[src/rtl/rbcp_wb_pkg.sv]
// Shared definitions for the RBCP-to-Wishbone bridge.
//   state_t    : bridge FSM states
//   lane_bits  : number of byte-lane address bits for a given Wishbone data width
//   cnt_width  : register width able to hold 0..n (never narrower than 1 bit)
package rbcp_wb_pkg;

    typedef enum logic [1:0] {
        ST_IDLE    = 2'd0,
        ST_BUS     = 2'd1,
        ST_BACKOFF = 2'd2,
        ST_RESP    = 2'd3
    } state_t;

    function automatic int lane_bits(input int dw);
        return $clog2(dw / 8);
    endfunction

    function automatic int cnt_width(input int n);
        return (n < 1) ? 1 : $clog2(n + 1);
    endfunction

endpackage

[src/rtl/rbcp_wb_lane.sv]
// Byte-lane steering between the 8-bit RBCP side and the DW-bit Wishbone side.
// Purely combinational.
//   lane     in   LW    byte-lane index (low address bits)
//   wd       in   8     RBCP write byte
//   dat_i    in   DW    Wishbone read data
//   sel      out  DW/8  one-hot byte select (all ones for an 8-bit bus)
//   dat_o    out  DW    write byte replicated on every lane
//   rd_byte  out  8     byte picked from dat_i by lane
module rbcp_wb_lane
    import rbcp_wb_pkg::*;
#(
    parameter  int DW   = 32,
    localparam int LB   = lane_bits(DW),
    localparam int LW   = (LB > 0) ? LB : 1,
    localparam int SELW = DW / 8
) (
    input  logic [LW-1:0]   lane,
    input  logic [7:0]      wd,
    input  logic [DW-1:0]   dat_i,
    output logic [SELW-1:0] sel,
    output logic [DW-1:0]   dat_o,
    output logic [7:0]      rd_byte
);

    assign dat_o = {SELW{wd}};

    generate
        if (LB == 0) begin : g_byte_bus
            assign sel     = '1;
            assign rd_byte = dat_i[7:0];
        end else begin : g_multi_lane
            assign sel     = SELW'(1) << lane;
            assign rd_byte = dat_i[{lane, 3'b000} +: 8];
        end
    endgenerate

endmodule

[src/rtl/rbcp_wb_bridge.sv]
// RBCP-to-Wishbone classic master bridge with retry, timeout and error reporting.
// Each single-byte RBCP access becomes one Wishbone cycle (re-issued after wb_rty
// up to MAX_RETRY times); the outcome is returned as a one-cycle rbcp_ack pulse
// qualified by rbcp_err.
//   clk, rst                 clock, synchronous active-high reset
//   rbcp_act/we/re/addr/wd   RBCP request side
//   rbcp_rd/ack/err          RBCP response side
//   wb_adr/dat_o/cyc/stb/we/sel   Wishbone master outputs
//   wb_dat_i/ack/err/rty          Wishbone slave responses
module rbcp_wb_bridge
    import rbcp_wb_pkg::*;
#(
    parameter int AW        = 16,
    parameter int DW        = 32,
    parameter int TIMEOUT   = 255,
    parameter int MAX_RETRY = 3
) (
    input  logic            clk,
    input  logic            rst,
    input  logic            rbcp_act,
    input  logic            rbcp_we,
    input  logic            rbcp_re,
    input  logic [AW-1:0]   rbcp_addr,
    input  logic [7:0]      rbcp_wd,
    output logic [7:0]      rbcp_rd,
    output logic            rbcp_ack,
    output logic            rbcp_err,
    output logic [AW-1:0]   wb_adr,
    output logic [DW-1:0]   wb_dat_o,
    input  logic [DW-1:0]   wb_dat_i,
    output logic            wb_cyc,
    output logic            wb_stb,
    output logic            wb_we,
    output logic [DW/8-1:0] wb_sel,
    input  logic            wb_ack,
    input  logic            wb_err,
    input  logic            wb_rty
);

    localparam int LB   = lane_bits(DW);
    localparam int LW   = (LB > 0) ? LB : 1;
    localparam int TW   = cnt_width(TIMEOUT);
    localparam int RW   = cnt_width(MAX_RETRY);
    localparam int SELW = DW / 8;

    localparam logic [AW-1:0] LANE_MASK = AW'(SELW - 1);
    localparam logic [TW-1:0] TMO_LAST  = TW'(TIMEOUT - 1);
    localparam logic [RW-1:0] RTY_MAX   = RW'(MAX_RETRY);

    state_t          state, state_d;
    logic [AW-1:0]   addr_q;
    logic [7:0]      wd_q;
    logic            we_q;
    logic [7:0]      rd_q;
    logic            err_q;
    logic [TW-1:0]   tmo_cnt;
    logic [RW-1:0]   rty_cnt;

    logic            start;
    logic [SELW-1:0] lane_sel;
    logic [DW-1:0]   lane_dat;
    logic [7:0]      lane_rd;

    // A strobe counts only while the RBCP transaction is active; we&re is a write.
    assign start = (rbcp_we | rbcp_re) & rbcp_act;

    rbcp_wb_lane #(
        .DW (DW)
    ) u_lane (
        .lane    (addr_q[LW-1:0]),
        .wd      (wd_q),
        .dat_i   (wb_dat_i),
        .sel     (lane_sel),
        .dat_o   (lane_dat),
        .rd_byte (lane_rd)
    );

    // State register
    always_ff @(posedge clk) begin
        if (rst) begin
            state <= ST_IDLE;
        end else begin
            state <= state_d;
        end
    end

    // Next-state logic; termination priority in BUS is act-drop, ack, err, rty, timeout.
    always_comb begin
        state_d = state;
        unique case (state)
            ST_IDLE: begin
                if (start) begin
                    state_d = ST_BUS;
                end
            end
            ST_BUS: begin
                if (!rbcp_act) begin
                    state_d = ST_IDLE;
                end else if (wb_ack || wb_err) begin
                    state_d = ST_RESP;
                end else if (wb_rty) begin
                    state_d = (rty_cnt < RTY_MAX) ? ST_BACKOFF : ST_RESP;
                end else if (tmo_cnt == TMO_LAST) begin
                    state_d = ST_RESP;
                end
            end
            ST_BACKOFF: begin
                state_d = rbcp_act ? ST_BUS : ST_IDLE;
            end
            ST_RESP: begin
                state_d = ST_IDLE;
            end
            default: begin
                state_d = ST_IDLE;
            end
        endcase
    end

    // Request latches, outcome capture and counters
    always_ff @(posedge clk) begin
        if (rst) begin
            addr_q  <= '0;
            wd_q    <= '0;
            we_q    <= 1'b0;
            rd_q    <= '0;
            err_q   <= 1'b0;
            tmo_cnt <= '0;
            rty_cnt <= '0;
        end else begin
            if (state == ST_IDLE && start) begin
                addr_q <= rbcp_addr;
                wd_q   <= rbcp_wd;
                we_q   <= rbcp_we;
            end

            // Leaving BUS for RESP: only a wb_ack is a success (ack has top priority).
            if (state == ST_BUS && state_d == ST_RESP) begin
                err_q <= ~wb_ack;
                rd_q  <= (wb_ack && !we_q) ? lane_rd : 8'h00;
            end

            // Timeout window restarts on every (re-)issue of the cycle.
            if (state == ST_BUS && state_d == ST_BUS) begin
                tmo_cnt <= tmo_cnt + 1'b1;
            end else begin
                tmo_cnt <= '0;
            end

            // Retry count survives BACKOFF; cleared once the access is over.
            if (state == ST_BUS && state_d == ST_BACKOFF) begin
                rty_cnt <= rty_cnt + 1'b1;
            end else if (state == ST_IDLE || state == ST_RESP) begin
                rty_cnt <= '0;
            end
        end
    end

    // Outputs; address/data/sel/we stay put across BACKOFF gaps.
    always_comb begin
        logic busy;
        busy     = (state == ST_BUS) || (state == ST_BACKOFF);
        wb_cyc   = (state == ST_BUS);
        wb_stb   = (state == ST_BUS);
        wb_we    = busy & we_q;
        wb_sel   = busy ? lane_sel : '0;
        wb_adr   = addr_q & ~LANE_MASK;
        wb_dat_o = lane_dat;
        rbcp_ack = (state == ST_RESP);
        rbcp_err = (state == ST_RESP) & err_q;
        rbcp_rd  = (state == ST_RESP) ? rd_q : 8'h00;
    end

endmodule

[config.mk]
export PLATFORM = sky130hd
export DESIGN_NAME = rbcp_wb_bridge
export DESIGN_NICKNAME = d
export VERILOG_FILES = /design/src/rtl/rbcp_wb_pkg.sv /design/src/rtl/rbcp_wb_lane.sv /design/src/rtl/rbcp_wb_bridge.sv
export SDC_FILE = /design/constraint.sdc
export NUM_CORES = 1
export LEC_CHECK = 0
export ABC_AREA = 1
export BUFFER_PORTS_ARGS = -buffer_cell sky130_fd_sc_hd__buf_2
export CAP_MARGIN = 20
export CORE_MARGIN = 8
export CORE_UTILIZATION = 35
export DETAILED_ROUTE_END_ITERATION = 16
export PLACE_DENSITY_LB_ADDON = 0.1
export SETUP_SLACK_MARGIN = 0.5
export SYNTH_ARGS = -nofsm -noshare
export SYNTH_HDL_FRONTEND = slang
export SYNTH_SLANG_ARGS = --single-unit
[constraint.sdc]
create_clock -name clk -period 2.35 [get_ports clk]
set_clock_uncertainty 0.15 [all_clocks]
set_input_delay 0.3525 -clock clk [delete_from_list [all_inputs] [get_ports clk]]
set_output_delay 0.3525 -clock clk [all_outputs]
set_load 0.01 [all_outputs]
## After elaboration in Yosys (flattened, before gate mapping)

Cells that the tools add are included.

| word-level totals | value |
|---|---|
| register bits | 46 |
| output and inout bits | 65 |

| operators by class | value |
|---|---|
| multiplexer cells | 13 |
| shift operators | 2 |
| add/sub/neg operators | 2 |
| reductions and logical operators | 12 |
| equal/unequal tests | 7 |
| $lt $le $gt $ge | 1 |
| bitwise logic cells | 6 |

Operators by type and width:

| operator | count |
|---|---|
| 32-bit by 6-bit indexed part select with 8-bit output | 1 |
| 8-bit 2-to-1 mux | 2 |
| 2-bit 2-to-1 mux | 7 |
| 8-bit by 1-bit adder with 8-bit output, second input constant | 1 |
| 2-bit equality test, second input constant | 4 |
| 8-bit equality test, second input constant | 1 |
| 2-bit case mux with 4 select lines | 1 |
| 1-bit logical AND | 5 |
| 2-bit by 1-bit equality test with 1-bit output, second input constant | 2 |
| 4-bit 2-to-1 mux | 1 |
| 1-bit by 2-bit << shifter with 4-bit output, first input constant | 1 |
| 1-bit bitwise AND | 3 |
| 1-bit logical OR | 3 |
| 2-bit by 1-bit adder with 2-bit output, second input constant | 1 |
| 2-bit zero test | 1 |
| 2-bit less-than comparator, second input constant | 1 |
| 1-bit 2-to-1 mux | 2 |
| 1-bit inverter | 2 |
| 2-bit nonzero test | 1 |
| 2-bit OR reduction | 1 |
| 1-bit zero test | 1 |
| 1-bit OR | 1 |

## Longest topological paths before layout

Gate-level depths: netlist of the first run.

| depth | value |
|---|---|
| depth in word-level cells | 10 |
| depth in mapped cells | 14 |

## By module

Synthesis of the first run repeated with hierarchy kept, for this count alone.

| second synthesis, totals | value |
|---|---|
| cell total of the unflattened synthesis | 419 |
| area total of the unflattened synthesis | 2815.2 µm² |

Modules (own cells, without submodules):

| module | area an instance (µm²) | instances | sequential area each (µm²) | cells an instance |
|---|---|---|---|---|
| rbcp_wb_bridge | 2225.9 | 1 | 920.9 | 304 |
| rbcp_wb_lane | 589.3 | 1 | 0.0 | 115 |

## Least setup slack after synthesis of the first run

No wires, ideal clock.

| timing | value |
|---|---|
| kind | register to register |
| from | reg state[1] |
| to | reg rty_cnt[0] |
| period minus slack after synthesis | 1.828 ns |
| data required time | 2.086 ns |
| path slack | 0.522 ns |
| arrival time | 1.565 ns |
| cell stages (with the launch flop) | 12 |
| library setup time | 0.114 ns |
| cell sequence | dfxtp_1 inv_1 ha_1 nor2_4 nand2_1 nand2_2 nand2_4 nor2_4 buf_6 nand3_4 a21oi_1 nor2_1 |

| on the way | value |
|---|---|
| longest elaborated chain between the ends | 8 |
| elaborated cells between the ends (all ways) | 15 |

RTL lines:

| element | line | text |
|---|---|---|
| start, declared | rbcp_wb_bridge.sv:50 | `state_t state, state_d;` |
| start signal, assigned | rbcp_wb_bridge.sv:83 | `state <= state_d;` |
| 2-bit 2-to-1 mux | rbcp_wb_bridge.sv:103 | `end else if (tmo_cnt == TMO_LAST) begin` |
| 2-bit 2-to-1 mux | rbcp_wb_bridge.sv:101 | `end else if (wb_rty) begin` |
| 2-bit 2-to-1 mux | rbcp_wb_bridge.sv:99 | `end else if (wb_ack \|\| wb_err) begin` |
| 2-bit 2-to-1 mux | rbcp_wb_bridge.sv:97 | `if (!rbcp_act) begin` |
| 2-bit case mux with 4 select lines | rbcp_wb_bridge.sv:90 | `unique case (state)` |
| 2-bit equality test | rbcp_wb_bridge.sv:150 | `if (state == ST_BUS && state_d == ST_BACKOFF) begin` |
| 1-bit logical AND | rbcp_wb_bridge.sv:150 |  |
| 2-bit 2-to-1 mux or 2-bit nonzero test (tied branches) | -- |  |
| end signal, assigned | rbcp_wb_bridge.sv:151 | `rty_cnt <= rty_cnt + 1'b1;` |
| end, declared | rbcp_wb_bridge.sv:57 | `logic [RW-1:0] rty_cnt;` |

Parallel ways exist; a longest one is shown, timed or not.
A chain may end at the register's enable or synchronous reset.

## Worst setup path after layout of the first run

| timing | value |
|---|---|
| from | reg state[0] |
| to | out wb_sel[1] |

| on the way | value |
|---|---|
| longest elaborated chain between the ends | 3 |
| elaborated cells between the ends (all ways) | 4 |

RTL lines:

| element | line | text |
|---|---|---|
| 2-bit by 1-bit equality test with 1-bit output or 2-bit equality test (tied branches) | rbcp_wb_bridge.sv:161 | `busy = (state == ST_BUS) \|\| (state == ST_BACKOFF);` |
| 1-bit logical OR * | rbcp_wb_bridge.sv:161 |  |
| 4-bit 2-to-1 mux * | rbcp_wb_bridge.sv:165 | `wb_sel = busy ? lane_sel : '0;` |
| end, declared | rbcp_wb_bridge.sv:34 | `output logic [DW/8-1:0] wb_sel,` |

Mark *: on every way between the ends. The rest lies on a longest branch, timed or not.

==> out/qor.log, run 1 <==
INFO  yosys          register_area_share_after_synthesis=34.8%
INFO  die            dieArea=10600um^2
INFO  finish         fillers=810
INFO  routing        first_pass_iters=4
INFO  power          p_switching=571uW
INFO  sta            timing.final.setup_violations=0
INFO  routing        first_iter_violations=50
INFO  die            die_y=103um
INFO  sta            maxSlewHeadroom=64.3%
INFO  sta            timing.final.crit_share=77.4%
INFO  yosys          synth_cells=379
INFO  sta            timing_worst_slew_pin_value=533ps
INFO  die            boundaryPins=129
INFO  global_route   grt.overflow.total=0
INFO  die            initial_core_util=36.3%
INFO  routing        routedWlPerCell=12.8um
INFO  yosys          synth_seq_cells=46
INFO  finish         finalNetCount=544
INFO  routing        post_drt_antenna_nets=0
INFO  finish         drive_gt1_share=41.2%
INFO  power          part_of_the_power_in_registers=47.9%
INFO  critical_path  cp_cell_instances=inv_4 > ha_4 > inv_4 > nor3_2 > buf_2
INFO  clocking       clk_latency=300ps
INFO  clocking       cts_htree_levels=2
INFO  routing        remaining_drc_errors=0
INFO  sta            layout_min_cycle_time=1820ps
INFO  placed_design  place_worst_setup_slack=339ps
INFO  sta            grt_setup_unrepaired=yes
INFO  global_route   first_global_vias=2466
INFO  finish         area_growth_syn_to_layout=28.6%
INFO  sta            setup_slack=530ps
INFO  worst_hold_path hp-class=primary input to register
INFO  global_route   globalRouteTotalUtil=13.0%
INFO  yosys          synth_largest_area_cell=sky130_fd_sc_hd__dfxtp_1
INFO  sta            drv_slew=0
INFO  power          netSwitchingFraction=32.0%
INFO  global_route   antenna_found_initial=0
INFO  status         outcome=completed
INFO  placed_design  placedCellCount=554
INFO  clocking       path_clk_slew=90ps
INFO  finish         utilization=46.6%
INFO  critical_path  cp_peak_stage_delay=370ps
INFO  sta            final_hold_viol_count=0
INFO  global_route   maximum_number_of_pins_on_one_net_before_global_route_repair=24
INFO  yosys          netlist_area=2640um^2
INFO  power          vdd_ir_drop_max=0.238mV
INFO  die            core.rowCount=31
INFO  clocking       clock_tree.root_cell=sky130_fd_sc_hd__clkbuf_8
INFO  placed_design  gp_routability_congestion=0.852
INFO  routing        vias_per_cell=4.45
INFO  clocking       clock-sinks=46
INFO  power          clk_pwr_share=27.3%
INFO  placed_design  dp_hpwl=5560um
INFO  clocking       cts_bufs_inserted=5
INFO  die            core_area=7290um^2
INFO  clocking       cts_tree=built
INFO  clocking       cts-root-to-sink-buffers=2
INFO  power          portion_of_total_power_attributed_to_combinational_logic=24.7%
INFO  routing        via_count=2548
INFO  power          p_int=1.21mW
INFO  critical_path  sort_of_element_at_the_start_of_the_critical_path=register
INFO  run            cap_violations=0
INFO  sta            fmax=549MHz
INFO  yosys          synth.top_cell.area_share=34.8%
INFO  critical_path  endpoint_kind_of_the_worst_setup_timing_path=primary output
INFO  yosys          synth.avg_cell_area=6.98um^2
INFO  power          fin_total_pwr=1.78mW
INFO  critical_path  worstPathArrival=1320ps
INFO  finish         layoutNonFillerInstCount=572
INFO  placed_design  port_buffers=126
INFO  critical_path  critical_path_peak_fanout=5
INFO  sta            fin_tns_setup=0ps
INFO  die            width_of_the_die=103um
INFO  yosys          yosys_warnings=0
INFO  power          power.static_leakage=1.75nW
INFO  yosys          synthDistinctLibCells=30
INFO  critical_path  worst-setup-path-type=register to primary output
INFO  power          p_per_area=524nW/um^2
INFO  yosys          leading_cell_types_by_total_area_after_synthesis=sky130_fd_sc_hd__dfxtp_1, sky130_fd_sc_hd__buf_4, sky130_fd_sc_hd__nor2_1
INFO  global_route   first_pass_grt_wire_length=11100um
INFO  clocking       ctsHoldBuffers=0
INFO  critical_path  critical_path_required_time=1850ps
INFO  finish         insertedDiodeCount=0
INFO  critical_path  critical-path-top-cell-by-count=sky130_fd_sc_hd__inv_4
INFO  routing        drt-total-wl=7330um
INFO  critical_path  crit_path_top_delay_cell=sky130_fd_sc_hd__dfxtp_4
## per-stage QoR
stage          area (um^2)  hold slack [ps]
5_1_grt               3400              125
3_3_place_gp          3050              300
2_1_floorplan         2650              269
3_5_place_dp          3050              302
4_1_cts               3210              113
6_report              3400              118
## synth_stat cells
library cell	number
sky130_fd_sc_hd__a22oi_4	1
sky130_fd_sc_hd__clkinv_1	2
sky130_fd_sc_hd__inv_2	1
sky130_fd_sc_hd__o21ai_0	27
sky130_fd_sc_hd__clkbuf_1	7
sky130_fd_sc_hd__dfxtp_1	46
sky130_fd_sc_hd__nand4_1	1
sky130_fd_sc_hd__nand3_2	1
sky130_fd_sc_hd__buf_4	42
sky130_fd_sc_hd__nor2_1	79
sky130_fd_sc_hd__a21oi_4	1
sky130_fd_sc_hd__nand2_2	5
sky130_fd_sc_hd__conb_1	1
sky130_fd_sc_hd__o21ai_2	1
sky130_fd_sc_hd__buf_6	1
sky130_fd_sc_hd__nor3_1	4
sky130_fd_sc_hd__inv_1	26
sky130_fd_sc_hd__inv_4	1
sky130_fd_sc_hd__nand2_1	67
sky130_fd_sc_hd__a21oi_1	21
sky130_fd_sc_hd__nand2_4	3
sky130_fd_sc_hd__buf_2	4
sky130_fd_sc_hd__o21ai_1	6
sky130_fd_sc_hd__xnor2_1	2
sky130_fd_sc_hd__clkbuf_4	1
sky130_fd_sc_hd__nor2_4	2
sky130_fd_sc_hd__ha_1	8
sky130_fd_sc_hd__xor2_1	4
sky130_fd_sc_hd__nand3_4	1
sky130_fd_sc_hd__nand3_1	13
## cells by family after synthesis
logic type / Yosys count / synth area share [%]
other cells: 1 / 0.142
fa+ha+maj: 8 / 3.79
buf+inv: 85 / 18.7
flops: 46 / 34.8
compound gates: 57 / 12.0
simple gates: 176 / 28.5
xor+xnor: 6 / 1.99
## repair_timing
item	4_1_cts	5_1_grt
resized for setup	12	37
pin swaps	2	10
endpoints found under the setup margin	34	33
buffers inserted	5	4
cloned	0	1
hold endpoints to repair	0	0
## placed cells by master (no fill, tap or decap)
master,instances
sky130_fd_sc_hd__buf_2,126
sky130_fd_sc_hd__nor2_1,69
sky130_fd_sc_hd__nand2_1,66
sky130_fd_sc_hd__dfxtp_1,42
sky130_fd_sc_hd__o21ai_0,27
sky130_fd_sc_hd__inv_1,22
sky130_fd_sc_hd__a21oi_1,21
sky130_fd_sc_hd__buf_4,11
sky130_fd_sc_hd__nand3_1,10
sky130_fd_sc_hd__nor2_4,6
sky130_fd_sc_hd__o21ai_1,6
sky130_fd_sc_hd__nor2_2,6
sky130_fd_sc_hd__nand2_2,5
sky130_fd_sc_hd__clkbuf_8,5
sky130_fd_sc_hd__inv_4,4
sky130_fd_sc_hd__nor3_2,4
sky130_fd_sc_hd__xor2_1,4
sky130_fd_sc_hd__ha_1,4
sky130_fd_sc_hd__nand2_4,3
sky130_fd_sc_hd__nand3_2,3
sky130_fd_sc_hd__clkinvlp_4,2
sky130_fd_sc_hd__clkinv_1,2
sky130_fd_sc_hd__nand2_8,2
sky130_fd_sc_hd__nand3_4,2
sky130_fd_sc_hd__xnor2_1,2
sky130_fd_sc_hd__ha_4,2
sky130_fd_sc_hd__ha_2,2
sky130_fd_sc_hd__conb_1,2
sky130_fd_sc_hd__dfxtp_2,2
sky130_fd_sc_hd__buf_6,2
sky130_fd_sc_hd__dfxtp_4,2
sky130_fd_sc_hd__o21ai_2,1
sky130_fd_sc_hd__a22oi_4,1
sky130_fd_sc_hd__inv_8,1
sky130_fd_sc_hd__a21oi_4,1
sky130_fd_sc_hd__nand4_1,1
sky130_fd_sc_hd__clkinv_4,1
sky130_fd_sc_hd__clkinv_2,1
## worst max-delay path: cells and delay by family (launching register included)
family / cells / cell delay, ps
adder cells (fa/ha/maj): 1 / 300
buffers and inverters: 3 / 250
AND/OR/NAND/NOR: 1 / 90
flip-flops: 1 / 370
## final cells by class
cell class              count  area, um^2  area share (%)
multi-input cells         250        1390            40.7
inverters                  30         134            3.94
clock buffers               5        68.8            2.02
flip-flops and latches     46         931            27.4
clock inverters             3        21.3           0.626
well taps                  99         124            3.64
repair buffers            139         736            21.6
## path summary, 6_finish.rpt
check | start | slack, ps | end | depth (start not counted)
setup reg to reg | tmo_cnt[0] | 580 | tmo_cnt[6] | 12
hold reg to reg | tmo_cnt[0] | 280 | tmo_cnt[0] | 1
setup / recovery | state[0] | 530 | wb_sel[1] | 5
hold / removal | rbcp_addr[6] | 120 | addr_q[6] | 3
## layer usage
metal / vias up / GRT usage [%] / share of wire (%)
met4: 0 / 4.34 / 1.0
li1: 1331 / - / -
met3: 7 / 3.11 / 6.9
met1: 1149 / 15.4 / 44
met5: - / 0 / 0
met2: 61 / 22.3 / 48
## power by group through the flow
stage	logic, mW	clock network [mW]	registers [mW]
3_3_place_gp	0.401	0	0.870
6_report	0.441	0.487	0.855
4_1_cts	0.416	0.510	0.855
2_1_floorplan	0.307	0	0.870
5_1_grt	0.488	0.544	0.863
3_5_place_dp	0.401	0	0.871
## state kept, by name, summed over array words and instances (netlist names)
signal and cells:
wd_q 8, state 2, we_q 1, addr_q 16, tmo_cnt 8, err_q 1
rd_q 8, rty_cnt 2
(Power assumes the default switching activity.)
==> run 2, diff against run 1 <==
--- a/config.mk
+++ b/config.mk
@@ -5,7 +5,7 @@
 export SDC_FILE = /design/constraint.sdc
 export NUM_CORES = 1
 export LEC_CHECK = 0
-export ABC_AREA = 1
+export ABC_AREA = 0
 export BUFFER_PORTS_ARGS = -buffer_cell sky130_fd_sc_hd__buf_2
 export CAP_MARGIN = 20
 export CORE_MARGIN = 8
==> constraint.sdc (replaced) <==
create_clock -name clk -period 1.7 [get_ports clk]
set_clock_uncertainty 0.15 [all_clocks]
set_input_delay 0.255 -clock clk [delete_from_list [all_inputs] [get_ports clk]]
set_output_delay 0.255 -clock clk [all_outputs]
set_load 0.01 [all_outputs]
==> run 2 against run 1 <==
The run now ends with negative setup slack left. Register-to-register slack worse by 870 ps. Total power grew 50%. Setup slack got worse by 820 ps. Combinational power up 93%. Count of clock-buffer cells in the layout up 1. Area after synthesis is 6.3% lower.
==> out/qor.log, run 2 <==
INFO  status         outcome=finished with violations [was completed]
INFO  status         violations=negative setup slack
INFO  critical_path  worst-r2r-cell-count=5 [was 12]
INFO  routing        remaining_drc_errors=0 [unchanged]
INFO  yosys          yosys_warnings=0 [unchanged]
INFO  clocking       clock_tree.root_cell=sky130_fd_sc_hd__clkbuf_8 [unchanged]
INFO  yosys          synth.avg_cell_area=8.57um^2 [was 6.98 um^2]
INFO  power          portion_of_total_power_attributed_to_combinational_logic=31.8% [was 24.7%]
INFO  die            core.rowCount=30 [was 31]
INFO  die            die_y=100um [was 103 um]
INFO  placed_design  port_buffers=126 [unchanged]
INFO  yosys          synth-edff-count=0 [unchanged]
INFO  finish         most-common-layout-cells=sky130_fd_sc_hd__buf_2, sky130_fd_sc_hd__buf_6, sky130_fd_sc_hd__buf_4 [was sky130_fd_sc_hd__buf_2, sky130_fd_sc_hd__nor2_1, sky130_fd_sc_hd__nand2_1]
INFO  critical_path  critical_path_required_time=1780ps [was 1850 ps]
INFO  die            core_area=6830um^2 [was 7290 um^2]
INFO  yosys          leading_cell_types_by_total_area_after_synthesis=sky130_fd_sc_hd__dfxtp_1, sky130_fd_sc_hd__buf_4, sky130_fd_sc_hd__nand2_1 [was sky130_fd_sc_hd__dfxtp_1, sky130_fd_sc_hd__buf_4, sky130_fd_sc_hd__nor2_1]
INFO  yosys          synth_cells=289 [was 379]
INFO  critical_path  worstPathArrival=2070ps [was 1320 ps]
INFO  clocking       cts_htree_levels=2 [unchanged]
INFO  global_route   grt.overflow.total=0 [unchanged]
INFO  global_route   globalRouteTotalUtil=15.9% [was 13.0%]
INFO  finish         top_register=addr_q [unchanged]
INFO  die            initial_core_util=36.3% [about the same]
INFO  power          fin_total_pwr=2.67mW [was 1.78 mW]
INFO  yosys          synthDistinctLibCells=35 [was 30]
INFO  yosys          synth_most_common_cell=sky130_fd_sc_hd__nand2_1 [was sky130_fd_sc_hd__nor2_1]
INFO  yosys          synthXorXnorAreaFrac=2.12% [was 1.99%]
INFO  routing        routedWlPerCell=16.0um [was 12.8 um]
INFO  clocking       cts_bufs_inserted=5 [unchanged]
INFO  routing        post_drt_antenna_nets=0 [unchanged]
INFO  finish         area_growth_syn_to_layout=80.9% [was 28.6%]
INFO  sta            layout_min_cycle_time=1990ps
INFO  worst_hold_path min_path_cells=3 [unchanged]
INFO  finish         drive_gt1_share=72.6% [was 41.2%]
INFO  placed_design  placement_stage_cell_area=3270um^2 [was 3050 um^2]
INFO  die            boundaryPins=129 [unchanged]
INFO  power          netSwitchingFraction=28.5% [was 32.0%]
INFO  yosys          synthTopCellsByCount=sky130_fd_sc_hd__nand2_1, sky130_fd_sc_hd__dfxtp_1, sky130_fd_sc_hd__buf_4 [was sky130_fd_sc_hd__nor2_1, sky130_fd_sc_hd__nand2_1, sky130_fd_sc_hd__dfxtp_1]
INFO  routing        via_count=2464 [was 2548]
INFO  global_route   first_global_vias=2526 [was 2466]
INFO  clocking       ctsHoldBuffers=0 [unchanged]
INFO  power          part_of_the_power_in_registers=43.7% [was 47.9%]
INFO  power          p_per_area=597nW/um^2 [was 524 nW/um^2]
INFO  critical_path  critical_path_peak_fanout=4 [was 5]
INFO  critical_path  ff2ff_setup_slack=-290ps [was 580 ps]
INFO  yosys          register_area_share_after_synthesis=37.2% [was 34.8%]
INFO  routing        first_iter_violations=41 [was 50]
INFO  sta            grt_setup_unrepaired=yes [unchanged]
INFO  yosys          ys_dominant_reg_cell=sky130_fd_sc_hd__dfxtp_1 [unchanged]
INFO  global_route   first_pass_grt_wire_length=12800um [was 11100 um]
INFO  yosys          yosys-mux-area-fraction=10.5% [was 0%]
INFO  worst_hold_path worstHoldStart=rbcp_addr[8] [was rbcp_addr[6]]
INFO  worst_hold_path hp-class=primary input to register [unchanged]
INFO  critical_path  endpoint_kind_of_the_worst_setup_timing_path=register [was primary output]
INFO  finish         insertedDiodeCount=0 [unchanged]
INFO  sta            drv_slew=0 [unchanged]
INFO  yosys          synth_async_sr_flop_share=0% [unchanged]
INFO  placed_design  dp_hpwl=5420um [was 5560 um]
INFO  placed_design  gp_routability_congestion=0.783 [was 0.852]
INFO  critical_path  critical_path.reg2reg.startpoint=rty_cnt[0] [was tmo_cnt[0]]
INFO  yosys          synthSimpleGateAreaFrac=22.0% [was 28.5%]
INFO  routing        vias_per_cell=4.64 [was 4.45]
INFO  clocking       path_clk_slew=80ps [was 90 ps]
INFO  power          power.static_leakage=1.98nW [was 1.75 nW]
INFO  yosys          synth_compound_gate_area_share=9.24% [was 12.0%]
INFO  clocking       cts_tree=built [unchanged]
INFO  power          clk_pwr_share=24.5% [was 27.3%]
INFO  yosys          netlist_area=2480um^2 [was 2640 um^2]
INFO  worst_hold_path min_to=addr_q[8] [was addr_q[6]]
INFO  finish         layout.cell_area.non_filler=4480um^2 [was 3400 um^2]
INFO  power          vdd_ir_drop_max=0.320mV [was 0.238 mV]
INFO  power          p_int=1.91mW [was 1.21 mW]
INFO  global_route   maximum_number_of_pins_on_one_net_before_global_route_repair=31 [was 24]
INFO  finish         finalNetCount=508 [was 544]
INFO  clocking       clock-sinks=46 [unchanged]
INFO  yosys          synth_largest_area_cell=sky130_fd_sc_hd__dfxtp_1 [unchanged]
INFO  global_route   antenna_found_initial=2 [was 0]
INFO  critical_path  worst-setup-path-type=register to register [was register to primary output]
INFO  sta            fmax=502MHz
INFO  routing        first_pass_iters=4 [unchanged]
INFO  clocking       cts-root-to-sink-buffers=2 [unchanged]
INFO  run            cap_violations=0 [unchanged]
INFO  die            dieArea=10000um^2 [was 10600 um^2]
INFO  yosys          dominant_combinational_cell_family_by_area_after_synthesis=simple AND/OR/NAND/NOR gates [unchanged]
INFO  critical_path  r2r_end=rty_cnt[1] [was tmo_cnt[6]]
INFO  sta            timing.final.setup_violations=35 [was 0]
INFO  power          p_switching=762uW [was 571 uW]
INFO  critical_path  sort_of_element_at_the_start_of_the_critical_path=register [unchanged]
INFO  yosys          synth_seq_cells=46 [unchanged]
INFO  yosys          post_synth_fa_ha_maj_area_fraction=4.04% [was 3.79%]
INFO  sta            timing.final.crit_share=117%
INFO  finish         largest_register_ffs=16 [unchanged]
INFO  finish         layout_commonest_cell=sky130_fd_sc_hd__buf_2 [unchanged]
INFO  die            width_of_the_die=100um [was 103 um]
INFO  routing        drt-total-wl=8510um [was 7330 um]
INFO  sta            setup_slack=-291ps [was 530 ps]
INFO  clocking       clk_latency=290ps [was 300 ps]
INFO  sta            final_hold_viol_count=0 [unchanged]
INFO  yosys          synth.top_cell.area_share=37.2% [was 34.8%]
## run 2: layer usage
| layer | share of wire, % | global-route usage (%) |
|---|---|---|
| met5 | 0.19 | 0 |
| met4 | 1.4 | 4.30 |
| met3 | 7.4 | 5.19 |
| met2 | 50 | 27.6 |
| met1 | 41 | 18.0 |
## run 2: power groups by stage
| stage | Clock (mW) | Combinational (mW) | Sequential, mW |
|---|---|---|---|
| 2_1_floorplan | 0 | 0.345 | 1.18 |
| 3_3_place_gp | 0 | 0.509 | 1.17 |
| 3_5_place_dp | 0 | 0.510 | 1.17 |
| 4_1_cts | 0.688 | 0.729 | 1.16 |
| 5_1_grt | 0.717 | 0.908 | 1.18 |
| 6_report | 0.654 | 0.850 | 1.17 |
## run 2: what timing repair did
action,4_1_cts,5_1_grt
endpoints found under the setup margin,95,107
buffers inserted,16,11
gates cloned,6,0
gates resized for setup,124,76
pin swaps,41,29
## run 2: logic make-up (layout without fill, tap and decap cells)
| kind of cell | Yosys count | in the layout |
|---|---|---|
| AOI/OAI and AO/OA | 39 | 39 |
| other | 1 | 2 |
| adders and majority gates | 8 | 8 |
| xor gates and xnor gates | 6 | 6 |
| DFF | 46 | 46 |
| and+or+nand+nor | 117 | 120 |
| muxes | 16 | 16 |
| buffers and inverters | 56 | 198 |
## run 2: through the flow
stage / TNS (ps) / cells / setup WS (ps) / utilization (%) / hold WS [ps]
after detailed placement: -4300 / 492 / -291 / 47.8 / 293
after global routing: -7690 / 531 / -356 / 65.6 / 37.7
after CTS: -5480 / 520 / -290 / 59.6 / 31.5
final: -5440 / 531 / -291 / 65.6 / 51.5
after global placement: -3590 / 492 / -226 / 47.8 / 289
after floorplan: -2440 / 290 / -212 / - / 208
## run 2: cell type report
type | count | area (um^2)
Clock buffer | 6 | 82.6
Multi-Input combinational cell | 191 | 1660
Sequential cell | 46 | 977
Fill cell | 571 | 2350
Tap cell | 96 | 120
Timing Repair Buffer | 188 | 1630
Inverter | 4 | 20.0
## run 2: worst max-delay path by stage
stage / start / end / slack [ps] / cells after the start
3_3_place_gp: rty_cnt[0] / rty_cnt[1] / -230 / 5
3_5_place_dp: rty_cnt[0] / rty_cnt[1] / -290 / 5
6_report: rty_cnt[0] / rty_cnt[1] / -290 / 5
4_1_cts: rty_cnt[0] / rty_cnt[1] / -290 / 5
2_1_floorplan: rty_cnt[0] / rty_cnt[1] / -210 / 5
5_1_grt: rty_cnt[0] / rty_cnt[1] / -360 / 5
## run 2: worst max-delay path, stage by stage (launching register included)
cell	delay, ps
sky130_fd_sc_hd__dfxtp_2	330
sky130_fd_sc_hd__ha_2	170
sky130_fd_sc_hd__or4b_4	480
sky130_fd_sc_hd__a311o_1	330
sky130_fd_sc_hd__or3_1	340
sky130_fd_sc_hd__a21oi_2	120
